===== config.mk =====
export PLATFORM = sky130hd
export DESIGN_NAME = ccw_input
export DESIGN_NICKNAME = d
export VERILOG_FILES = /design/src/rtl/ccw_input_pkg.sv /design/src/rtl/ccw_input_vc.sv /design/src/rtl/ccw_input.sv
export SDC_FILE = /design/constraint.sdc
export NUM_CORES = 1
export LEC_CHECK = 0
export ABC_AREA = 1
export BUFFER_PORTS_ARGS = -buffer_cell sky130_fd_sc_hd__buf_2
export CORE_MARGIN = 5
export CORE_UTILIZATION = 48
export CTS_CLUSTER_DIAMETER = 30
export CTS_CLUSTER_SIZE = 28
export DETAILED_ROUTE_END_ITERATION = 10
export GPL_ROUTABILITY_DRIVEN = 0
export MAX_ROUTING_LAYER = met4
export PLACE_DENSITY = 0.8
export REMOVE_ABC_BUFFERS = 1
export SETUP_SLACK_MARGIN = 0.05
export SYNTH_ARGS = -nofsm -noshare
export SYNTH_HDL_FRONTEND = slang
export SYNTH_SLANG_ARGS = --single-unit
export TNS_END_PERCENT = 1

===== constraint.sdc =====
create_clock -name clk -period 1.5 [get_ports clk]
set_clock_uncertainty 0.1 [all_clocks]
set_input_delay 0.15 -clock clk [delete_from_list [all_inputs] [get_ports clk]]
set_output_delay 0.15 -clock clk [all_outputs]
set_load 0.01 [all_outputs]

===== src/rtl/ccw_input_pkg.sv =====
// ============================================================================
// Module      : ccw_input_pkg
// Description : Shared definitions for the counter-clockwise ring input port:
//               per-VC FSM one-hot encodings, packet field positions and
//               destination encoding.
// Ports       : none (package)
// Revision    : 1.0 - initial release
// ============================================================================
`default_nettype none

package ccw_input_pkg;

    // Packet field positions
    localparam int HOP_MSB = 55;
    localparam int HOP_LSB = 48;
    localparam int VC_BIT  = 63;

    // Per-VC buffer FSM, one-hot
    typedef enum logic [2:0] {
        ST_EMPTY = 3'b001,
        ST_HOLD  = 3'b010,
        ST_DRAIN = 3'b100
    } vc_state_e;

    // Routing decision carried with each buffered packet
    typedef enum logic {
        DEST_CCW = 1'b0,
        DEST_PE  = 1'b1
    } dest_e;

    // A packet whose hop count has reached zero is ejected to the local PE.
    function automatic dest_e route_of(input logic [HOP_MSB-HOP_LSB:0] hop);
        return (hop == '0) ? DEST_PE : DEST_CCW;
    endfunction

endpackage : ccw_input_pkg

`default_nettype wire


===== src/rtl/ccw_input_vc.sv =====
// ============================================================================
// Module      : ccw_input_vc
// Description : Single virtual-channel slot of the ccw input port: one packet
//               buffer, its routing decision and the EMPTY/HOLD/DRAIN
//               request/grant FSM.
// Ports       : clk, rst          - clock, synchronous active-high reset
//               we_i              - write strobe for this VC (polarity decoded)
//               data_i            - incoming packet
//               grant_ccw_i/pe_i  - grants from the ccw / pe output ports
//               empty_o           - slot can accept a packet
//               req_ccw_o/pe_o    - requests to the ccw / pe output ports
//               data_o            - buffered packet
// Revision    : 1.0 - initial release
// ============================================================================
`default_nettype none

module ccw_input_vc
    import ccw_input_pkg::*;
#(
    parameter int DATA_WIDTH = 64
) (
    input  logic                  clk,
    input  logic                  rst,
    input  logic                  we_i,
    input  logic [DATA_WIDTH-1:0] data_i,
    input  logic                  grant_ccw_i,
    input  logic                  grant_pe_i,
    output logic                  empty_o,
    output logic                  req_ccw_o,
    output logic                  req_pe_o,
    output logic [DATA_WIDTH-1:0] data_o
);

    vc_state_e             state_q, state_d;
    dest_e                 dest_q;
    logic [DATA_WIDTH-1:0] buf_q;
    logic                  w_wr;
    logic                  w_grant;

    // A write to a non-empty slot is an upstream protocol error; drop it.
    assign w_wr    = we_i && (state_q == ST_EMPTY);
    // Only the grant of the chosen destination matters.
    assign w_grant = (dest_q == DEST_PE) ? grant_pe_i : grant_ccw_i;

    always_ff @(posedge clk) begin
        if (rst) begin
            state_q <= ST_EMPTY;
            dest_q  <= DEST_CCW;
            buf_q   <= '0;
        end else begin
            state_q <= state_d;
            if (w_wr) begin
                buf_q  <= data_i;
                dest_q <= route_of(data_i[HOP_MSB:HOP_LSB]);
            end
        end
    end

    always_comb begin
        state_d = state_q;
        case (state_q)
            ST_EMPTY: if (w_wr)     state_d = ST_HOLD;
            ST_HOLD:  if (w_grant)  state_d = ST_DRAIN;
            ST_DRAIN: if (!w_grant) state_d = ST_EMPTY;
            default:                state_d = ST_EMPTY;
        endcase
    end

    assign empty_o   = (state_q == ST_EMPTY);
    assign req_ccw_o = (state_q == ST_HOLD) && (dest_q == DEST_CCW);
    assign req_pe_o  = (state_q == ST_HOLD) && (dest_q == DEST_PE);
    assign data_o    = buf_q;

endmodule : ccw_input_vc

`default_nettype wire


===== src/rtl/ccw_input.sv =====
// ============================================================================
// Module      : ccw_input
// Description : Link-side receiver for the counter-clockwise ring channel.
//               Buffers one packet per VC (even/odd, selected by the global
//               cycle polarity) and requests either the local PE output port
//               (hop == 0) or this router's ccw output port.
//               Optional build macro CCW_INPUT_VCCHK_EN adds a sticky vc_err
//               output flagging packets whose bit 63 disagrees with the slot.
// Ports       : clk, rst, polarity        - clock, sync reset, cycle parity
//               ccwsi, ccwdi, ccwri       - upstream link strobe/data/ready
//               request_{ccw,pe}_{even,odd} - requests to output ports
//               grant_{ccw,pe}_{even,odd}   - grants from output ports
//               data_out_{even,odd}       - buffered packet per VC
//               vc_err                    - (CCW_INPUT_VCCHK_EN only)
// Revision    : 1.0 - initial release
// ============================================================================
`default_nettype none

module ccw_input
    import ccw_input_pkg::*;
#(
    parameter int DATA_WIDTH = 64
) (
    input  logic                  clk,
    input  logic                  rst,
    input  logic                  polarity,
    input  logic                  ccwsi,
    output logic                  ccwri,
    input  logic [DATA_WIDTH-1:0] ccwdi,
    output logic                  request_ccw_even,
    output logic                  request_ccw_odd,
    output logic                  request_pe_even,
    output logic                  request_pe_odd,
    input  logic                  grant_ccw_even,
    input  logic                  grant_ccw_odd,
    input  logic                  grant_pe_even,
    input  logic                  grant_pe_odd,
    output logic [DATA_WIDTH-1:0] data_out_even,
    output logic [DATA_WIDTH-1:0] data_out_odd
`ifdef CCW_INPUT_VCCHK_EN
    ,
    output logic                  vc_err
`endif
);

    logic w_we_even, w_we_odd;
    logic w_empty_even, w_empty_odd;

    // The upstream drives the even VC in polarity-1 cycles, odd in polarity-0.
    assign w_we_even = ccwsi &&  polarity;
    assign w_we_odd  = ccwsi && !polarity;

    // Ready advertises the VC the upstream may target next cycle.
    assign ccwri = polarity ? w_empty_odd : w_empty_even;

    ccw_input_vc #(.DATA_WIDTH(DATA_WIDTH)) u_vc_even (
        .clk         (clk),
        .rst         (rst),
        .we_i        (w_we_even),
        .data_i      (ccwdi),
        .grant_ccw_i (grant_ccw_even),
        .grant_pe_i  (grant_pe_even),
        .empty_o     (w_empty_even),
        .req_ccw_o   (request_ccw_even),
        .req_pe_o    (request_pe_even),
        .data_o      (data_out_even)
    );

    ccw_input_vc #(.DATA_WIDTH(DATA_WIDTH)) u_vc_odd (
        .clk         (clk),
        .rst         (rst),
        .we_i        (w_we_odd),
        .data_i      (ccwdi),
        .grant_ccw_i (grant_ccw_odd),
        .grant_pe_i  (grant_pe_odd),
        .empty_o     (w_empty_odd),
        .req_ccw_o   (request_ccw_odd),
        .req_pe_o    (request_pe_odd),
        .data_o      (data_out_odd)
    );

`ifdef CCW_INPUT_VCCHK_EN
    logic vc_err_q;
    logic w_vc_mismatch;

    // Only accepted writes are checked; a dropped write never lands in a slot.
    assign w_vc_mismatch = (w_we_even && w_empty_even &&  ccwdi[VC_BIT]) ||
                           (w_we_odd  && w_empty_odd  && !ccwdi[VC_BIT]);

    always_ff @(posedge clk) begin
        if (rst) begin
            vc_err_q <= 1'b0;
        end else if (w_vc_mismatch) begin
            vc_err_q <= 1'b1;
        end
    end

    assign vc_err = vc_err_q;
`endif

endmodule : ccw_input

`default_nettype wire


==> key figures <==
GRT
  – First-pass GRT wire length: 25.31 mm
  – Met3 global-route usage: 0.05930
  – Largest net degree at the start of global routing: 74
  – Most used routing layer: met2
  – M2 GR Usage: 0.4096
  – GRT overflow: 0
  – Number of antenna violations at the first check in global routing: 0
  – Tot GR Track Use: 0.2497
  – Number of global-route vias before repair: 5286
  – Grt met1 use: 0.2891

Yosys
  – Syn Area/Cell: 7.931 um2
  – Yosys top cell by area: dfxtp_1
  – Post-Syn Instances: 638
  – Mapped Area: 5060 um2
  – Post-synthesis sequential area ratio: 0.5381
  – Top area cells in the synthesized netlist: dfxtp_1, nor2_1, o21ai_0, buf_6, o21ai_1
  – Synth Warn #: 0
  – Post-synthesis register bit count: 136
  – Library cells used by synthesis: 19
  – Yosys top cell area share: 0.5381

Cells and area
  – Fill cells: 746
  – Antenna Cells: 0
  – Final std cells w/o fill: 1059
  – Share of cells above drive strength 1: 0.3250
  – Area of the multi-input gates: 1999 um2
  – FF/Latch Area: 2730 um2
  – Fin area: 7521 um2
  – Nets: 982
  – Layout area overhead: 48.64%

CTS
  – Clock Pin Slew Worst Setup and Hold Paths: 0.06 ns
  – Worst skew pair latency: 0.49 ns
  – CTS Buf Count: 17
  – CTS Buffer Depth: 2
  – CTS tree: done
  – H-Tree Depth: 4
  – Clk Tree Root Cell: clkbuf_8
  – CTS Sinks: 136

STA
  – Total Neg Setup Slack: -1.470 ns
  – Crit path time final: 1.669 ns
  – Hold slack: 0.07783 ns
  – RSZ-0062 raised after global routing: true
  – Final worst path period share: 1.113
  – Fmax: 599.1 MHz
  – Endpoints failing setup: 69
  – Final worst setup slack: -0.1693 ns
  – Worst Max-Slew Pin Slew: 0.2629 ns
  – Slew HR: 0.8229
  – Final Max Slew Viols: 0
  – Endpoints failing hold: 0

Detailed routing
  – Routed len/inst: 15.12 um
  – Antenna Nets Post-Route: 0
  – Routed WL: 16.01 mm
  – # DRC: 0
  – Vias/cell: 5.065
  – Pre-antenna DRT Iters: 6
  – Drt initial violations: 565
  – Routed vias: 5364

Floorplanning
  – Starting Density: 0.4901
  – Die width: 112.7 um
  – Die Area: 12690 um2
  – I/O pin count: 205
  – Core area: 10320 um2
  – # rows: 37
  – Die H: 112.7 um

Outcome
  – Status: finished with violations
  – Failing checks: negative setup slack

Pwr
  – Seq pwr share: 0.426
  – Internal power: 7.004 mW
  – Net Sw Frac: 0.2628
  – Power Density: 1263 nW/um2
  – Leakage: 3.754 nW
  – Gate power share: 0.155
  – Clock Power Share: 0.419
  – Switch Pwr: 2.497 mW
  – Peak supply drop: 0.0007955 V

Run
  – Max-capacitance violation count: 0

Setup path
  – CP Max Fanout: 4
  – Startpoint types: flop
  – Crit path DAT: 1.42 ns
  – WS Path Type: flop to primary output
  – Crit end category: primary output
  – Req. time, crit path: 1.25 ns

Placed design
  – Post-detail-place hpwl: 9.284 mm
  – Placement Cell Area: 6048 um2
  – IO buf count: 204
  – Pre-CTS WS: 0.01846 ns
  – Inst Count DP: 948

Worst hold path
  – Worst hold-check path type: input pin to flop
==> per-layer routing <==
layer	up-vias	routed length [um]
met1	2414	6166
met3	66	1294
met5	-	0
met4	0	703
li1	2588	-
met2	296	7850
==> per-stage QoR <==
| stage | util | total power, mW |
|---|---|---|
| 2_1_floorplan | - | 4.695 |
| 3_3_place_gp | 0.5859 | 5.305 |
| 3_5_place_dp | 0.5859 | 5.329 |
| 4_1_cts | 0.7220 | 9.490 |
| 5_1_grt | 0.7285 | 9.911 |
| 6_report | 0.7285 | 9.501 |
==> worst paths after layout <==
check / start / cells past startpoint / endpoint / slack [ns]
setup reg to reg: u_vc_odd.state_q[0] / 9 / u_vc_odd.data_o[54] / -0.06
hold / removal: polarity / 4 / u_vc_even.state_q[0] / 0.08
setup / recovery: u_vc_odd.state_q[2] / 6 / ccwri / -0.17
hold reg to reg: u_vc_even.data_o[16] / 2 / u_vc_even.data_o[16] / 0.40
==> cells by family after synthesis <==
logic type / count (synthesis) / synth area share
buf+inv: 57 / 0.08630
compound gates: 139 / 0.1377
simple gates: 306 / 0.2379
flops: 136 / 0.5381
==> cell type report <==
type	count	area share
Inverter	15	0.008817
Timing Repair Buffer	295	0.2635
Clock buffer	22	0.06022
Multi-Input combinational cell	445	0.2658
Sequential cell	136	0.3630
Tap cell	136	0.02263
Clock inverter	10	0.01597
==> Yosys cell counts <==
master    instances
nor2_1          271
dfxtp_1         136
o21ai_0         109
o21ai_1          24
buf_6            18
nand2_1          17
clkbuf_1         16
inv_1            10
nand3_1           8
a21oi_1           5
inv_2             5
nand4_1           4
nor2_4            4
buf_8             3
buf_12            2
clkbuf_8          2
nand2_2           2
a31oi_1           1
buf_2             1
==> critical path, stage by stage (launching register included) <==
cell and delay, ns:
dfxtp_1 0.45, inv_1 0.11, nand2_2 0.09, inv_2 0.05, nand2_2 0.05, o21ai_2 0.05, buf_2 0.14
==> registers in the layout (all words and copies together) (netlist names) <==
name	flops
u_vc_even.data_o	64
u_vc_even.dest_q	1
u_vc_even.state_q	3
u_vc_odd.data_o	64
u_vc_odd.dest_q	1
u_vc_odd.state_q	3
==> cells in the final DEF, fill, tap and decap left out, types with 2 or more instances in the layout <==
cell           netlist  layout
dlygate4sd3_1        0      70
buf_4                0      11
dfxtp_2              0       3
nor2_2               0      18
a21oi_1              5       5
bufinv_16            0       2
inv_1               10       6
clkbuf_1            16       3
nand2_1             17      14
clkbuf_8             2       3
clkinv_2             0       2
clkinv_4             0       3
nor2_1             271     248
buf_6               18       2
inv_2                5       6
nand3_1              8       8
buf_2                1     204
dfxtp_1            136     132
buf_12               2       7
nand2_2              2       4
nand4_1              4       4
clkinvlp_4           0       2
nor2_4               4       9
inv_6                0       2
o21ai_1             24      26
o21ai_0            109     106
inv_4                0       2
clkbuf_16            0      16
==> timing repair <==
item,CTS,global route
pin swaps,2,3
buffers inserted,6,3
gates resized for setup,31,22
endpoints found under the setup margin,22,137
hold buffers,70,0
endpoints found under the hold margin,136,0
==> power by group through the flow <==
| stage | clock, mW | combinational (mW) | sequential, mW |
|---|---|---|---|
| CTS | 4.04 | 1.41 | 4.04 |
| detailed placement | 0 | 1.22 | 4.11 |
| global placement | 0 | 1.19 | 4.11 |
| global route | 4.22 | 1.61 | 4.09 |
| floorplan | 0 | 0.457 | 4.24 |
| finish | 3.98 | 1.47 | 4.05 |
Note: power is estimated with default switching activity, not from simulation.
